File: config.mk
export PLATFORM = sky130hd
export DESIGN_NAME = bitstream_reader32
export DESIGN_NICKNAME = d
export VERILOG_FILES = /design/src/rtl/bitstream_reader32.sv
export SDC_FILE = /design/constraint.sdc
export NUM_CORES = 1
export LEC_CHECK = 0
export CAP_MARGIN = 10
export CELL_PAD_IN_SITES_DETAIL_PLACEMENT = 0
export CELL_PAD_IN_SITES_GLOBAL_PLACEMENT = 2
export CORE_MARGIN = 4
export CORE_UTILIZATION = 25
export CTS_BUF_LIST = sky130_fd_sc_hd__clkbuf_4 sky130_fd_sc_hd__clkbuf_8
export CTS_CLUSTER_DIAMETER = 50
export DETAILED_ROUTE_END_ITERATION = 7
export PLACE_DENSITY_LB_ADDON = 0.1
export SYNTH_ARGS = -nofsm -noshare
export SYNTH_HDL_FRONTEND = slang
export SYNTH_SLANG_ARGS = --single-unit
File: constraint.sdc
create_clock -name CLOCK_I -period 15.76 [get_ports CLOCK_I]
set_input_delay 3.152 -clock CLOCK_I [delete_from_list [all_inputs] [get_ports CLOCK_I]]
set_output_delay 3.152 -clock CLOCK_I [all_outputs]
set_load 0.03 [all_outputs]
File: src/rtl/bitstream_reader32.sv
// rtl/bitstream_reader32.sv - getbits front end over the 32-bit sample buffer with loader refill handshake
// Optional BITSTREAM_PEEK_EN adds PEEK_I for non-consuming (showbits) requests.
module bitstream_reader32 #(
    parameter int ADDR_W    = 9,
    parameter int NUM_WORDS = 512,
    parameter int DATA_W    = 32
) (
    input  logic              CLOCK_I,
    input  logic              RESETN_I,
    output logic [ADDR_W-1:0] MEM_ADDRESS_O,
    output logic              MEM_EN_O,
    input  logic [DATA_W-1:0] MEM_DATA_I,
    output logic              FILL_START_O,
    input  logic              FILL_DONE_I,
    input  logic              REQ_I,
    input  logic [5:0]        NBITS_I,
`ifdef BITSTREAM_PEEK_EN
    input  logic              PEEK_I,
`endif
    output logic [DATA_W-1:0] BITS_O,
    output logic              VALID_O,
    output logic              READY_O
);
    typedef enum logic [1:0] {REQ_FILL, WAIT_BUSY, WAIT_DONE, RUN} state_t;

    localparam logic [ADDR_W:0] LAST_PTR = NUM_WORDS[ADDR_W:0];
    localparam logic [ADDR_W:0] PTR_ONE  = {{ADDR_W{1'b0}}, 1'b1};

    state_t          state;
    logic [ADDR_W:0] wptr;
    logic [6:0]      count;
    logic [63:0]     sr;
    logic            landing;
    logic [1:0]      stall_cnt;

    logic [6:0]  n7;
    logic        illegal;
    logic        take;
    logic        consume;
    logic        in_flight;
    logic        issue;
    logic        wrap;
    logic [6:0]  count_ex;
    logic [63:0] sr_ex;
    logic [31:0] field;

    // Valid bits sit left-aligned in sr; count says how many of the top bits are live.
    always_comb begin
        n7        = {1'b0, NBITS_I};
        illegal   = (NBITS_I == 6'd0) || (NBITS_I > 6'd32);
        take      = REQ_I && !VALID_O && (illegal || (count >= n7));
        consume   = take && !illegal;
`ifdef BITSTREAM_PEEK_EN
        consume   = consume && !PEEK_I;
`endif
        field     = illegal ? 32'd0 : 32'(sr >> (7'd64 - n7));
        count_ex  = consume ? (count - n7) : count;
        sr_ex     = consume ? (sr << n7) : sr;
        in_flight = MEM_EN_O || landing;
        issue     = (state == RUN) && !in_flight && (count <= 7'd32) && (wptr < LAST_PTR);
        wrap      = (state == RUN) && !in_flight && (wptr == LAST_PTR);
    end

    always_ff @(posedge CLOCK_I) begin
        if (!RESETN_I) begin
            state         <= REQ_FILL;
            wptr          <= '0;
            count         <= '0;
            sr            <= '0;
            landing       <= 1'b0;
            stall_cnt     <= '0;
            MEM_EN_O      <= 1'b0;
            MEM_ADDRESS_O <= '0;
            FILL_START_O  <= 1'b0;
            BITS_O        <= '0;
            VALID_O       <= 1'b0;
            READY_O       <= 1'b0;
        end else begin
            FILL_START_O <= 1'b0;
            MEM_EN_O     <= issue;
            landing      <= MEM_EN_O;
            VALID_O      <= take;
            if (take) begin
                BITS_O <= field;
            end
            if (issue) begin
                MEM_ADDRESS_O <= wptr[ADDR_W-1:0];
                wptr          <= wptr + PTR_ONE;
            end
            // Landing word goes directly below whatever survives this cycle's extract.
            if (landing) begin
                sr    <= sr_ex | ({MEM_DATA_I, 32'd0} >> count_ex);
                count <= count_ex + 7'd32;
            end else begin
                sr    <= sr_ex;
                count <= count_ex;
            end
            case (state)
                REQ_FILL: begin
                    FILL_START_O <= 1'b1;
                    stall_cnt    <= '0;
                    state        <= WAIT_BUSY;
                end
                WAIT_BUSY: begin
                    // A loader that never shows busy must not hang the reader.
                    if (!FILL_DONE_I || (stall_cnt == 2'd3)) begin
                        state <= WAIT_DONE;
                    end else begin
                        stall_cnt <= stall_cnt + 2'd1;
                    end
                end
                WAIT_DONE: begin
                    if (FILL_DONE_I) begin
                        state   <= RUN;
                        READY_O <= 1'b1;
                    end
                end
                RUN: begin
                    if (wrap) begin
                        wptr    <= '0;
                        state   <= REQ_FILL;
                        READY_O <= 1'b0;
                    end
                end
                default: state <= REQ_FILL;
            endcase
        end
    end
endmodule

# Word-level counts from Yosys, hierarchy flattened

Cells that the tools add are included.

Flip-flop bits (word level): 131
Bits of input ports: 42
Output and inout port bits: 45
Word-level logic and storage cells: 74

Add/sub/neg operators: 5
$lt $le $gt $ge: 4
Eq/ne operators: 9
Shift operators: 3
Mux-type cells: 18
Bitwise operators: 1
Reductions and logical operators: 22

Operators with widths:

| kind                  | count |
|---|---|
| $mux 64               | 2 |
| $or 64x64->64         | 1 |
| $shl 64x6->64         | 1 |
| $shr 64x7->32         | 1 |
| $shr 64x7->64         | 1 |
| $mux 32               | 1 |
| $mux 10               | 3 |
| $mux 7                | 2 |
| $add 10x1->10 const B | 1 |
| $eq 10x10->1 const B  | 1 |
| $lt 10x10->1 const B  | 1 |
| $mux 2                | 4 |
| $ne 2x2->1 const B    | 4 |
| $pmux 2 s4            | 1 |
| $add 7x6->7 const B   | 1 |
| $ge 7x6->1            | 1 |
| $le 7x6->1 const B    | 1 |
| $logic_and 1x1->1     | 7 |
| $sub 7x6->7           | 1 |
| $sub 7x6->7 const A   | 1 |
| $eq 2x2->1 const B    | 3 |
| $gt 6x6->1 const B    | 1 |
| $logic_not 6->1       | 1 |
| $reduce_and 3->1      | 2 |
| 10 further kinds      | 19 |

# Longest topological paths before layout

Depth after elaboration: 9
Gate-level depth with buffers: 21
Mapped depth without buffers: 14

# Worst setup path after synthesis

Ideal clock, no wire load.

Path type: in2reg
From: input NBITS_I[0]
To: register sr[13]
Setup time: 0.134 ns
Arrival time: 7.812 ns
Path slack: 7.814 ns
Stages on the path: 18
Path buffers: 8
Path through: buf_2 > buf_2 > buf_2 > inv_2 > buf_1 > clkbuf_1 > ha_1 > nor4b_4 > mux2_4 > nor2_2 > mux2i_1 > buf_2 > buf_2 > buf_2 > mux2i_1 > mux2i_1 > a222oi_1 > o22ai_1

Longest elaborated chain between the ends: 9
Elaborated cells on any way between the ends: 15

Ends and longest elaborated chain:

| element                                              | RTL line | source |
|---|---|---|
| start, declared                                      | 16       | `input logic [5:0] NBITS_I,` |
| $gt 6x6->1 / $logic_not 6->1 (equally long branches) | 50       | `illegal = (NBITS_I == 6'd0) \|\| (NBITS_I > 6'd32);` |
| $logic_or 1x1->1                                     | 50       |  |
| $logic_or 1x1->1                                     | 51       | `take = REQ_I && !VALID_O && (illegal \|\| (count >= n7));` |
| $logic_and 1x1->1                                    | 51       |  |
| $logic_and 1x1->1                                    | 52       | `consume = take && !illegal;` |
| $mux 7                                               | 57       | `count_ex = consume ? (count - n7) : count;` |
| $shr 64x7->64                                        | 92       | `sr <= sr_ex \| ({MEM_DATA_I, 32'd0} >> count_ex);` |
| $or 64x64->64                                        | 92       |  |
| $mux 64 *                                            | 91       | `if (landing) begin` |
| end signal, assigned                                 | 92       |  |
| end signal, assigned                                 | 95       | `sr <= sr_ex;` |
| end, declared                                        | 32       | `logic [63:0] sr;` |

Mark *: on every way between the ends. The rest lies on a longest branch, timed or not.
A chain may end at the register's enable or synchronous reset.

# Final worst setup path

From: input NBITS_I[3]
To: register sr[33]

The elaborated chain is that of the path after synthesis.

==> run metrics <==
Area Growth Syn to Fin 13.2%; Leak between 6 and 7 nW; delay-heaviest family, CP buffers and inverters; Final Non-Filler Cells approximately 2600; placed cells between 2000 and 3000; antenna violations before repair 0; WS Path Type in -> reg; die area ~61000 sq um; Root Buffer clkbuf_8; Gate Count Post-Synth around 1800; WP data required 16180 ps; number of synthesized flops with an enable pin 0; CTS H-tree lvls 4; IO buf count 86; Hold Crit Class reg -> reg; final wirelength between 70000 and 80000 um; final setup TNS 0 ps; gr ovfl total 0; die height 247 um; yosys warns 0; latest clock arrival within the worst-skew pair around 510 ps; #FFs+latches synth 131; number of diodes 0; syn nets around 1900; Final #Nets roughly 1900; postcts setup bufs 0; CORE AREA approximately 56000 sq um; fraction of layout cells with a size suffix above 1 between 10% and 20%; most common flop cell mapped by yosys dfxtp_1; Cell Rows 87; crit path buf inv count 5; mapped cell area ~14000 sq um; largest net degree at the start of global routing 70; Post-CTS Resized 0; Max-Cap Viols 0; Hold Buf Count CTS 0; vias in the first global route roughly 14000; crit path DAT between 8000 and 9000 ps; area leader, netlist dfxtp_1; Die W approximately 250 um; post-synth top area share a little under a fifth; Worst path max stage delay 770 ps; drt pass-1 iters 7; WL/cell ~28 um; CP max stage cell a221oi_2; setup violators final 0; ys async rst share 0%; clock-pin slew on the worst setup and hold paths around 100 ps; Worst setup EP type register; crit path launch type input port; final slew viol count 0; Slew @ Worst Pin roughly 1100 ps; final number of hold-violating endpoints 0; starting density of the core about a quarter; Syn Area/Cell roughly 8 sq um; GPL Wtd Cong 0.871; clk sinks around 130; DP Wirelength between 50000 and 60000 um; Final Critical Period a little over 8000 ps; DRC viols 0; fin crit share 52.0%; Worst VDD drop roughly 0.054 mV; Global Route Usage Sum between 20% and 30%; drt via density approximately 5.8; outcome completed; critical-path cell list buf_2, buf_4, inv_2, ha_1, o2111ai_1, inv_1, a21oi_1, or2_2, mux2i_4, buf_4, nor2_1, a221oi_2, mux2i_1, mux2_2, o22ai_1; relative slew slack between 20% and 30%; RSZ-0062 raised after global routing false; Achievable Freq roughly 0.12 GHz; cell with the most instances after synthesis nand2_1; synth cell count leaders nand2_1 (376), mux2i_1 (208), nor2_1 (163); crit-path most repeated cell buf_4; worst-path maximum fanout 37; total CTS buffers 17; Power per Cell Area around 62 nW/um^2; Routed Antenna Nets 0; Area contributors post-synth dfxtp_1 (18%), mux2i_1 (15%), mux4_2 (14%), nand2_1 (9.9%), nor2_1 (4.3%); first-pass GRT wire length roughly 100000 um; Via Count 14900; WHS 461 ps; CTS tree done; Ports 87; CTS max path bufs 2; share of the yosys chip area belonging to registers a little under a fifth; Synth cell types 76; Clock Skews around 14 ps; drt initial violations between 1000 and 1500
sequential cells by signal (all words and copies together) (netlist names):
name / count
BITS_O: 32
landing: 1
READY_O: 1
wptr: 10
VALID_O: 1
MEM_EN_O: 1
MEM_ADDRESS_O: 9
count: 7
state: 2
sr: 64
FILL_START_O: 1
stall_cnt: 2
cell type report:
cell class,count,area [sq um]
clock buffer,17,234
clock inverter,15,125
fill,6153,40300
inverter,24,91.3
multi-input combinational,1515,11000
sequential,131,2620
tap,756,946
timing repair buffer,123,1120
where the power goes:
| part | switching, mW | total [mW] | internal, mW |
|---|---|---|---|
| Sequential | 0.0186 | 0.359 | 0.340 |
| Clock | 0.175 | 0.287 | 0.112 |
| Combinational | 0.232 | 0.355 | 0.124 |
| Total | 0.425 | 1.00 | 0.576 |
per-stage QoR:
step	setup WS (ps)	utilization [%]	total power, mW	instance area, sq um
floorplan	7810	-	0.595	14300
global placement	7130	28.0	0.720	15800
detailed placement	7170	28.0	0.717	15800
CTS	7720	28.6	1.01	16200
global route	7140	28.6	1.05	16200
finish	7560	28.6	1.00	16200
worst paths after layout:
kind | startpoint | end | slack, ps | cells after the start
setup / recovery | NBITS_I[3] | sr[33] | 7560 | 15
hold / removal | MEM_ADDRESS_O[7] | MEM_ADDRESS_O[7] | 460 | 2
setup reg to reg | count[0] | sr[33] | 10920 | 13
hold reg to reg | MEM_ADDRESS_O[7] | MEM_ADDRESS_O[7] | 460 | 2
cell families (layout without fill, tap and decap cells):
logic type                 count (synthesis)  count (layout)  share of synthesized area (%)
AOI/OAI and AO/OA                        490             490                           23.6
adders and majority gates                 15              15                           1.37
buffers and inverters                    182             179                           5.18
and+or+nand+nor                          658             658                           19.1
DFF                                      131             131                           18.3
xor gates and xnor gates                  17              17                           1.04
muxes                                    335             335                           31.4
cells in the final DEF (no fill, tap or decap), drive strengths merged, types with 6 or more instances in the layout:
master,count
nand2,376
mux2i,209
nor2,164
dfxtp,131
o21ai,117
mux4,86
clkdlybuf4s50,82
a21oi,79
o211ai,45
nand3,44
buf,41
mux2,40
o22ai,30
a22oi,30
inv,28
a222oi,22
a211oi,20
o221ai,19
nor3,18
clkbuf,17
a32oi,16
a22o,14
ha,14
o31ai,11
xnor2,10
a211o,9
a221oi,9
and2,8
and3,8
o311ai,8
or2,7
or3,7
a21o,7
o21a,7
xor2,7
nor2b,6
clkinvlp,6
routing by layer:
layer	track usage (%)	up-vias	routed length, um
met1	32.2	7397	32500
met4	4.66	0	1160
met2	36.1	603	32500
met3	5.36	51	5270
li1	-	6862	-
met5	0	-	0
worst register-to-register path: cells and delay by family (launching register included):
family / cells / cell delay [ps]
mux: 3 / 1060
fa+ha+maj: 1 / 300
flops: 1 / 360
compound gates: 4 / 1800
buf+inv: 2 / 520
simple gates: 3 / 710
No activity file was read; power rests on OpenSTA's default activity.
